File: src/rtl/seg7_pkg.sv
// seg7_pkg: shared constants for the 7-segment scan driver.
//   SEG_LUT  - hex nibble to active-low segment pattern {g,f,e,d,c,b,a}
//   SEG_OFF  - all segments dark
//   COM_OFF  - all digit commons disabled
package seg7_pkg;

    localparam logic [6:0] SEG_OFF = 7'h7F;
    localparam logic [7:0] COM_OFF = 8'hFF;

    localparam logic [6:0] SEG_LUT [16] = '{
        7'h40, 7'h79, 7'h24, 7'h30,   // 0 1 2 3
        7'h19, 7'h12, 7'h02, 7'h78,   // 4 5 6 7
        7'h00, 7'h10, 7'h08, 7'h03,   // 8 9 A b
        7'h46, 7'h21, 7'h06, 7'h0E    // C d E F
    };

endpackage

File: src/rtl/seg7_scan_driver_if.sv
// seg7_scan_driver_if: count input and display pin bundle of the scan driver.
//   value/load/dp_mask      - count and decimal points from the counter stage
//   seg/dp/segcom           - active-low display pins
//   digit_idx/frame_done    - scan position and end-of-frame pulse
//   master: counter stage side; slave: scan driver side.
interface seg7_scan_driver_if;

    logic [31:0] value;
    logic        load;
    logic [7:0]  dp_mask;
    logic [6:0]  seg;
    logic        dp;
    logic [7:0]  segcom;
    logic [2:0]  digit_idx;
    logic        frame_done;

    modport master (
        output value, load, dp_mask,
        input  seg, dp, segcom, digit_idx, frame_done
    );

    modport slave (
        input  value, load, dp_mask,
        output seg, dp, segcom, digit_idx, frame_done
    );

endinterface

File: src/rtl/seg7_hex_decode.sv
// seg7_hex_decode: combinational hex nibble to active-low segment pattern.
//   nibble_i  in  4  hex digit
//   seg_o     out 7  segments {g,f,e,d,c,b,a}, 0 = lit
module seg7_hex_decode
    import seg7_pkg::*;
(
    input  logic [3:0] nibble_i,
    output logic [6:0] seg_o
);

    assign seg_o = SEG_LUT[nibble_i];

endmodule

File: src/rtl/seg7_scan_driver.sv
// seg7_scan_driver: time-multiplexes a 32-bit count onto an 8-digit common-anode
// 7-segment display (hex per nibble, digit 0 = value[3:0]) with tear-free frame
// updates, leading-zero blanking and anti-ghost dead time after each digit switch.
//   clk    in  1  system clock
//   reset  in  1  synchronous, active-high
//   bus    slave modport: value/load/dp_mask in; seg/dp/segcom/digit_idx/frame_done out
module seg7_scan_driver
    import seg7_pkg::*;
#(
    parameter int unsigned CLK_HZ    = 100_000_000,
    parameter int unsigned SCAN_HZ   = 1_000,
    parameter int unsigned BLANK_CYC = 4,
    parameter int unsigned BLANK_LZ  = 1
) (
    input  logic              clk,
    input  logic              reset,
    seg7_scan_driver_if.slave bus
);

    localparam int unsigned DIV = CLK_HZ / SCAN_HZ;
    localparam int unsigned PW  = (DIV > 1) ? $clog2(DIV) : 1;
    localparam int unsigned DW  = (BLANK_CYC > 0) ? $clog2(BLANK_CYC + 1) : 1;

    logic [PW-1:0] presc_q, presc_d;
    logic [2:0]    idx_q, idx_d;
    logic [DW-1:0] dead_q, dead_d;
    logic [31:0]   pend_q, pend_d;
    logic [31:0]   shad_q, shad_d;
    logic [7:0]    pdp_q, pdp_d;
    logic [7:0]    sdp_q, sdp_d;
    logic [6:0]    seg_q, seg_d;
    logic          dp_q, dp_d;
    logic [7:0]    com_q, com_d;
    logic          fd_q, fd_d;

    logic          tick;
    logic          boundary;
    logic [3:0]    nib;
    logic [6:0]    nib_seg;
    logic [7:0]    lz_blank;
    logic          zero_above;

    assign tick     = (presc_q == PW'(DIV - 1));
    assign boundary = tick && (idx_q == 3'd7);
    assign nib      = shad_q[{idx_q, 2'b00} +: 4];

    seg7_hex_decode u_dec (
        .nibble_i (nib),
        .seg_o    (nib_seg)
    );

    // Digit k is blank when it and every more significant nibble are zero.
    always_comb begin
        lz_blank   = '0;
        zero_above = 1'b1;
        for (int unsigned k = 7; k >= 1; k--) begin
            zero_above  = zero_above && (shad_q[4*k +: 4] == 4'h0);
            lz_blank[k] = (BLANK_LZ != 0) && zero_above;
        end
    end

    always_comb begin
        presc_d = tick ? '0 : presc_q + PW'(1);
        idx_d   = idx_q;
        dead_d  = dead_q;
        pend_d  = pend_q;
        shad_d  = shad_q;
        pdp_d   = pdp_q;
        sdp_d   = sdp_q;
        seg_d   = seg_q;
        dp_d    = dp_q;
        com_d   = com_q;
        fd_d    = 1'b0;

        if (bus.load) begin
            pend_d = bus.value;
            pdp_d  = bus.dp_mask;
        end

        // A load on the boundary edge bypasses pending so the new value is not lost.
        if (boundary) begin
            shad_d = bus.load ? bus.value   : pend_q;
            sdp_d  = bus.load ? bus.dp_mask : pdp_q;
            fd_d   = 1'b1;
        end

        // The enable and segment data switch on the same edge (the one that ends the
        // dead time), so a digit is never lit with the previous digit's pattern.
        if (tick) begin
            idx_d  = idx_q + 3'd1;
            com_d  = COM_OFF;
            dead_d = DW'(BLANK_CYC);
        end else if ((dead_q != '0) && (dead_q != DW'(1))) begin
            dead_d = dead_q - DW'(1);
            com_d  = COM_OFF;
        end else begin
            dead_d = '0;
            com_d  = ~(8'd1 << idx_q);
            seg_d  = lz_blank[idx_q] ? SEG_OFF : nib_seg;
            dp_d   = ~sdp_q[idx_q];
        end
    end

    always_ff @(posedge clk) begin
        if (reset) begin
            presc_q <= '0;
            idx_q   <= '0;
            dead_q  <= DW'(BLANK_CYC);
            pend_q  <= '0;
            shad_q  <= '0;
            pdp_q   <= '0;
            sdp_q   <= '0;
            seg_q   <= SEG_OFF;
            dp_q    <= 1'b1;
            com_q   <= COM_OFF;
            fd_q    <= 1'b0;
        end else begin
            presc_q <= presc_d;
            idx_q   <= idx_d;
            dead_q  <= dead_d;
            pend_q  <= pend_d;
            shad_q  <= shad_d;
            pdp_q   <= pdp_d;
            sdp_q   <= sdp_d;
            seg_q   <= seg_d;
            dp_q    <= dp_d;
            com_q   <= com_d;
            fd_q    <= fd_d;
        end
    end

    assign bus.seg        = seg_q;
    assign bus.dp         = dp_q;
    assign bus.segcom     = com_q;
    assign bus.digit_idx  = idx_q;
    assign bus.frame_done = fd_q;

endmodule

File: src/flat_wrapper.sv
// flat-port wrapper written by rule: the top's interface ports become plain ports
module seg7_scan_driver_flat import seg7_pkg::*;
#(
    parameter int unsigned CLK_HZ    = 100_000_000,
    parameter int unsigned SCAN_HZ   = 1_000,
    parameter int unsigned BLANK_CYC = 4,
    parameter int unsigned BLANK_LZ  = 1
)
  (clk, reset, bus_value, bus_load, bus_dp_mask, bus_seg, bus_dp, bus_segcom, bus_digit_idx, bus_frame_done);
  seg7_scan_driver_if bus_i ();
  input  logic clk;
  input  logic reset;
  input wire logic [$bits(bus_i.value)-1:0] bus_value;
  input wire logic [$bits(bus_i.load)-1:0] bus_load;
  input wire logic [$bits(bus_i.dp_mask)-1:0] bus_dp_mask;
  output wire logic [$bits(bus_i.seg)-1:0] bus_seg;
  output wire logic [$bits(bus_i.dp)-1:0] bus_dp;
  output wire logic [$bits(bus_i.segcom)-1:0] bus_segcom;
  output wire logic [$bits(bus_i.digit_idx)-1:0] bus_digit_idx;
  output wire logic [$bits(bus_i.frame_done)-1:0] bus_frame_done;
  assign bus_i.value = bus_value;
  assign bus_i.load = bus_load;
  assign bus_i.dp_mask = bus_dp_mask;
  assign bus_seg = bus_i.seg;
  assign bus_dp = bus_i.dp;
  assign bus_segcom = bus_i.segcom;
  assign bus_digit_idx = bus_i.digit_idx;
  assign bus_frame_done = bus_i.frame_done;
  seg7_scan_driver #(.CLK_HZ(CLK_HZ), .SCAN_HZ(SCAN_HZ), .BLANK_CYC(BLANK_CYC), .BLANK_LZ(BLANK_LZ)) u_core (.clk(clk), .reset(reset), .bus(bus_i));
endmodule
File: config.mk
export PLATFORM = sky130hd
export DESIGN_NAME = seg7_scan_driver_flat
export DESIGN_NICKNAME = d
export VERILOG_FILES = /design/src/rtl/seg7_pkg.sv /design/src/rtl/seg7_scan_driver_if.sv /design/src/rtl/seg7_hex_decode.sv /design/src/rtl/seg7_scan_driver.sv /design/src/flat_wrapper.sv
export SDC_FILE = /design/constraint.sdc
export NUM_CORES = 1
export LEC_CHECK = 0
export ABC_CLOCK_PERIOD_IN_PS = 3600
export BUFFER_PORTS_ARGS = -buffer_cell sky130_fd_sc_hd__clkbuf_2
export CORE_ASPECT_RATIO = 0.6
export CORE_MARGIN = 4
export CORE_UTILIZATION = 50
export DETAILED_ROUTE_END_ITERATION = 16
export GPL_TIMING_DRIVEN = 0
export HOLD_SLACK_MARGIN = 0.03
export PLACE_DENSITY = 0.79
export SLEW_MARGIN = 20
export SYNTH_ARGS = -nofsm -noshare
export SYNTH_HDL_FRONTEND = slang
export SYNTH_HIERARCHICAL = 1
export SYNTH_SLANG_ARGS = --single-unit
File: constraint.sdc
create_clock -name clk -period 3.6 [get_ports clk]
set_input_delay 0.72 -clock clk [delete_from_list [all_inputs] [get_ports clk]]
set_output_delay 0.72 -clock clk [all_outputs]
set_load 0.02 [all_outputs]
# --- Yosys cells after proc, flatten, opt, wreduce, memory -nomap -nowiden ---
# Memory sizes are Yosys's and may differ from the RTL's.
# Index checks and enable logic that the tools add are counted.
# W data, S select, Z words.
totals:
  n_memories: 1
  reg_bits: 120
  in_bits: 43
  mem_bits_ro: 112
op_classes:
  n_eq_ne: 3
  bitwise: 5
  order_cmp: 2
  n_addsub: 3
  shift: 2
  mux: 11
  n_reduce_logical: 20
memory_table:
  columns: ["memory", "words", "width", "rd", "rd_clocked_by_memory_dff", "write_ports", "line", "rtl"]
  rows:
  - ["(no name shown)", 16, 7, 1, 0, 0, "seg7_hex_decode.sv:11", "assign seg_o = SEG_LUT[nibble_i];"]
op_table:
  columns: ["op", "n"]
  rows:
  - ["$mux W32", 1]
  - ["$shiftx A32 B6 Y4", 1]
  - ["$logic_not A4 Y1", 7]
  - ["$mux W7", 3]
  - ["$add A17 B1 Y17 const B", 1]
  - ["$eq A17 B17 Y1 const B", 1]
  - ["$logic_and A1 B1 Y1", 8]
  - ["$mux W8", 1]
  - ["$not A8 Y8", 1]
  - ["$shl A1 B3 Y8 const A", 1]
  - ["$bmux W1 S3", 2]
  - ["$reduce_or A3 Y1", 2]
  - ["$ge A5 B5 Y1 const B", 1]
  - ["$not A4 Y5", 1]
  - ["$lt A3 B4 Y1 const B", 1]
  - ["$add A3 B1 Y3 const B", 1]
  - ["$eq A3 B3 Y1 const B", 1]
  - ["$mux W1", 3]
  - ["$mux W3", 1]
  - ["$ne A3 B1 Y1 const B", 1]
  - ["$not A1 Y1", 3]
  - ["$reduce_bool A3 Y1", 1]
  - ["$sub A3 B1 Y3 const B", 1]
  - ["$reduce_and A2 Y1", 1]
  - ["$reduce_or A2 Y1", 1]

# --- Depth between registers and ports, before layout ---
depth:
  depth_word: 10
  mapped_depth: 11
  depth_no_buf: 9

# --- By module ---
# Netlist, hierarchy kept.
by_module_without_submodules:
  columns: ["mod", "cells_each", "area_per_inst_um2", "n_inst", "seq_area_each_um2"]
  rows:
  - ["seg7_scan_driver", 468, 4984.8, 1, 2402.3]
  - ["seg7_hex_decode", 32, 275.3, 1, 0.0]

# --- Worst setup path after synthesis ---
# OpenSTA, ideal clock, no wires.
synth_timing:
  path_kind: "reg-to-reg"
  start: "register u_core.idx_q[0] (netlist: u_core/bus.digit_idx[0])"
  end: "register u_core.seg_q[0] (netlist: u_core/bus.seg[0])"
  path_buffers: 2
  path_stages_with_launch: 12
  t_required_ns: 3.541
  setup_ns: 0.059
  arrival_time_ns: 2.813
  setup_slack_ns: 0.728
  path_cell_list: "dfxtp_1 clkbuf_1 buf_2 mux4_2 nand2_1 nand2_1 inv_1 ha_1 and2b_2 or3b_1 o21ai_0 o22a_1"
synth_between:
  elab_chain_len: 6
  word_cells_on_any_way: 8
  classes_between: "shift (1); mux (5); bitwise (1); memory (1)"
synth_rtl:
  columns: ["item", "line", "rtl"]
  rows:
  - ["start, declared", "seg7_scan_driver.sv:25", "logic [2:0] idx_q, idx_d;"]
  - ["start signal, assigned", "seg7_scan_driver.sv:119", "idx_q <= idx_d;"]
  - ["$shiftx A32 B6 Y4", "seg7_scan_driver.sv:45", "assign nib = shad_q[{idx_q, 2'b00} +: 4];"]
  - ["via u_core.nib[1]", "seg7_scan_driver.sv:38", "logic [3:0] nib;"]
  - ["$not A4 Y5 (not written as such)", "seg7_hex_decode.sv:11", null]
  - ["$mem_v2 Z16 W7", null, null]
  - ["$mux W7 (not written as such) (2 in series)", "seg7_hex_decode.sv:11", null]
  - ["via u_core.nib_seg[0]", "seg7_scan_driver.sv:39", "logic [6:0] nib_seg;"]
  - ["$mux W7", "seg7_scan_driver.sv:99", "seg_d = lz_blank[idx_q] ? SEG_OFF : nib_seg;"]
  - ["end signal, assigned", "seg7_scan_driver.sv:125", "seg_q <= seg_d;"]
  - ["end, declared", "seg7_scan_driver.sv:31", "logic [6:0] seg_q, seg_d;"]
# The timed path passes the listed nets, and every way through them passes these cells. The select of a mux whose other input is x is not followed.
# A chain may end at the register's enable or synchronous reset.

# --- Worst setup path after layout ---
# Same ends and word-level chain as after synthesis.

==> flow_metrics.env <==
export IMPL_area_delta_synth_final_pct=18.7
export IMPL_insertion_delay_ns=0.40
export IMPL_slew_headroom_pct=60.2
export IMPL_skew_ns=0.00516
export IMPL_leakage_nw=2.78
export IMPL_diodes=0
export IMPL_synthCells=500
export IMPL_drc=0
export IMPL_min_path_cells=1
export IMPL_synth_flop_cell="dfxtp_1"
export IMPL_hp_start="u_core/presc_q[0]"
export IMPL_holdPathEnd="u_core/presc_q[0]"
export IMPL_cts_resized=0
export IMPL_dieWidth_um=140
export IMPL_antenna_found_initial=0
export IMPL_power_frac_clock_pct=45.7
export IMPL_fin_ws_ns=0.340
export IMPL_mostFrequentLayoutCell="dfxtp_1"
export IMPL_grt_max_degree=17
export IMPL_gp_congestion=0.863
export IMPL_rrSetupSlack_ns=0.34
export IMPL_tns_ns=0
export IMPL_hp_class="reg2reg"
export IMPL_drt_iter0_drc=308
export IMPL_r2r_cells=11
export IMPL_grt_pass1_wl_um=20000
export IMPL_synth_top_family_by_area="multiplexers"
export IMPL_dpl_hpwl_um=8810
export IMPL_core_mm2=0.0101
export IMPL_critical_path_cell_chain="clkbuf_1, buf_2, mux4_2, nand2_1, nand2_1, inv_1, ha_1, and2b_2, or3b_1, o21ai_0, o22a_1"
export IMPL_max_cap_viol_count=0
export IMPL_max_freq_mhz=307
export IMPL_timing_rr_end="u_core/bus.seg[0]"
export IMPL_cts_htree_levels=4
export IMPL_routed_wl_um=11900
export IMPL_yosysWarnings=6
export IMPL_ys_seq_elements=120
export IMPL_tightest_slew_ns=0.597
export IMPL_crit_path_max_incr_delay_ns=0.56
export IMPL_synth_compound_area_share_pct=4.04
export IMPL_fin_crit_sh_pct=90.6
export IMPL_grt_pass1_vias=4000
export IMPL_ys_async_sr_fraction_pct=0
export IMPL_switchingPower_uw=755
export IMPL_finalNetCount=640
export IMPL_synth_nets=560
export IMPL_synthAdderAreaFrac_pct=4.04
export IMPL_postSynthAreaPerCell_um2=10.5
export IMPL_drv_slew=0
export IMPL_cp_start_kind="register"
export IMPL_initial_core_util_pct=52.3
export IMPL_synth_area_mux_share_pct=22.0
export IMPL_crit_family="buffers and inverters"
export IMPL_fp_dieH_um=87.5
export IMPL_root_buffer="clkbuf_16"
export IMPL_setup_viol=0
export IMPL_ant_nets=0
export IMPL_synth_edf_count=0
export IMPL_path_max_fanout=10
export IMPL_rows=28
export IMPL_post_cts_buffers=0
export IMPL_rsz0062_at_grt="false"
export IMPL_grt_use_total_pct=20.9
export IMPL_netlist_area_mm2=0.00526
export IMPL_dp_slack_ns=0.378
export IMPL_ir_worst_vdd_mv=0.340
export IMPL_cts_hold_repair_buffers=0
export IMPL_portBuffers=61
export IMPL_p_per_area_mw_per_mm2=512
export IMPL_drtPass1Iterations=5
export IMPL_post_drt_wl_per_cell_um=16.3
export IMPL_cp_slowest_cell="mux4_2"
export IMPL_drive_above_1_share_pct=19.8
export IMPL_crit_arrival_ns=3.60
export IMPL_power_frac_comb_pct=9.4
export IMPL_layout_min_cycle_time_ns=3.26
export IMPL_finalNonFillerCells=726
export IMPL_cts_num_sinks=120
export IMPL_intPower_mw=2.44
export IMPL_cp_num_buf_inv=3
export IMPL_synth_yosys_seq_area_share_pct=45.7
export IMPL_dieArea_mm2=0.0123
export IMPL_path_clk_slew_ns=0.05
export IMPL_cp_common_cell="nand2_1"
export IMPL_critPathKind="reg2reg"
export IMPL_synth_xor_area_share_pct=2.66
export IMPL_boundaryPins=63
export IMPL_ys_types=50
export IMPL_dp_cells=696
export IMPL_p_seq_share_pct=44.9
export IMPL_status="complete, no violations"
export IMPL_critPathCaptureType="register"
export IMPL_p_sw_share_pct=23.6
export IMPL_viasPerCell=5.39
export IMPL_required_ns=3.94
export IMPL_synthSimpleGateAreaFrac_pct=17.6
export IMPL_cts_tree="done"
export IMPL_final_cell_mix="120 x dfxtp_1, 71 x nor2_1, 61 x clkbuf_2"
export IMPL_cts_max_path_buffers=2
export IMPL_p_total_mw=3.20
export IMPL_dr_total_vias=3912
export IMPL_grt_ovfl_total=0
export IMPL_hold_violations=0
export IMPL_cts_buffers=17
export IMPL_r2r_start="u_core/bus.digit_idx[0]"
export IMPL_whs_ns=0.458
power groups by stage:
stage	Combinational (mW)	Clock, mW	Sequential [mW]
floorplan	0.161	0	1.50
CTS	0.303	1.49	1.44
finish	0.301	1.46	1.44
global route	0.332	1.56	1.44
detailed placement	0.302	0	1.46
global placement	0.284	0	1.46
logic make-up after synthesis:
| kind of cell | after synthesis |
|---|---|
| buffers and inverters | 39 |
| muxes | 96 |
| and+or+nand+nor | 184 |
| AOI/OAI and AO/OA | 28 |
| xor gates and xnor gates | 16 |
| adders and majority gates | 17 |
| DFF | 120 |
worst reg2reg max path, cell delays in order, from the launching register on:
cell and delay [ns]:
dfxtp_1 0.41, clkbuf_1 0.34, buf_2 0.37, mux4_2 0.56, nand2_1 0.10, nand2_1 0.17
inv_1 0.20, ha_1 0.21, and2b_2 0.23, or3b_1 0.37, o21ai_0 0.10, o22a_1 0.15
synth_stat cells, types with 2 or more instances:
master / number / share of area (%)
and3_1: 2 / 0.24
xor2_1: 10 / 1.7
mux2i_1: 44 / 8.4
a211oi_1: 2 / 0.29
o22a_1: 8 / 1.3
mux2_1: 40 / 8.6
o21ai_0: 4 / 0.38
inv_1: 12 / 0.86
nor3_1: 7 / 0.67
nand3_1: 9 / 0.86
nor2b_1: 40 / 4.8
mux4_1: 2 / 1.0
clkbuf_1: 12 / 0.86
nor2_1: 71 / 5.1
a22o_1: 2 / 0.33
mux4_2: 9 / 3.9
nand4_1: 4 / 0.48
dfxtp_1: 120 / 46
buf_2: 7 / 0.67
ha_1: 17 / 4.0
nand2_1: 28 / 2.0
xnor2_1: 6 / 1.0
a21oi_1: 4 / 0.38
buf_6: 7 / 1.5
nor4_1: 8 / 0.95
through the flow:
stage	area [µm²]	utilization (%)
4_1_cts	6240	62.1
2_1_floorplan	5260	-
3_3_place_gp	5730	57.0
6_report	6240	62.1
3_5_place_dp	5730	57.0
5_1_grt	6240	62.1
final cells by class:
type,count,area (µm²)
clock inverter,4,20.0
sequential,120,2400
clock buffer,26,489
timing repair buffer,61,305
multi-input combinational,341,2650
buffer,27,163
fill,815,3810
tap,135,169
inverter,12,45.0
registers in the layout, summed over array words and instances (netlist names):
register,cells
u_core/bus.digit_idx,3
u_core/bus.dp,1
u_core/bus.frame_done,1
u_core/bus.seg,7
u_core/bus.segcom,8
u_core/dead_q,3
u_core/pdp_q,8
u_core/pend_q,32
u_core/presc_q,17
u_core/sdp_q,8
u_core/shad_q,32
worst max-delay path by stage:
| stage | from | to | slack (ns) | cells past startpoint |
|---|---|---|---|---|
| floorplan | u_core/bus.digit_idx[0] | u_core/bus.seg[0] | 0.73 | 11 |
| global placement | u_core/bus.digit_idx[0] | u_core/bus.seg[0] | 0.45 | 11 |
| detailed placement | u_core/bus.digit_idx[0] | u_core/bus.seg[0] | 0.38 | 11 |
| CTS | u_core/bus.digit_idx[0] | u_core/bus.seg[0] | 0.37 | 11 |
| global route | u_core/bus.digit_idx[0] | u_core/bus.seg[0] | 0.11 | 11 |
| finish | u_core/bus.digit_idx[0] | u_core/bus.seg[0] | 0.34 | 11 |
routing by layer:
layer	share of wire [%]	GRT usage, %	up-vias
li1	-	-	1882
met1	47	28.0	1882
met2	45	32.2	137
met3	6.9	6.47	11
met4	0.86	6.95	0
met5	0	0	-
Power figures use the tool's default switching activity.
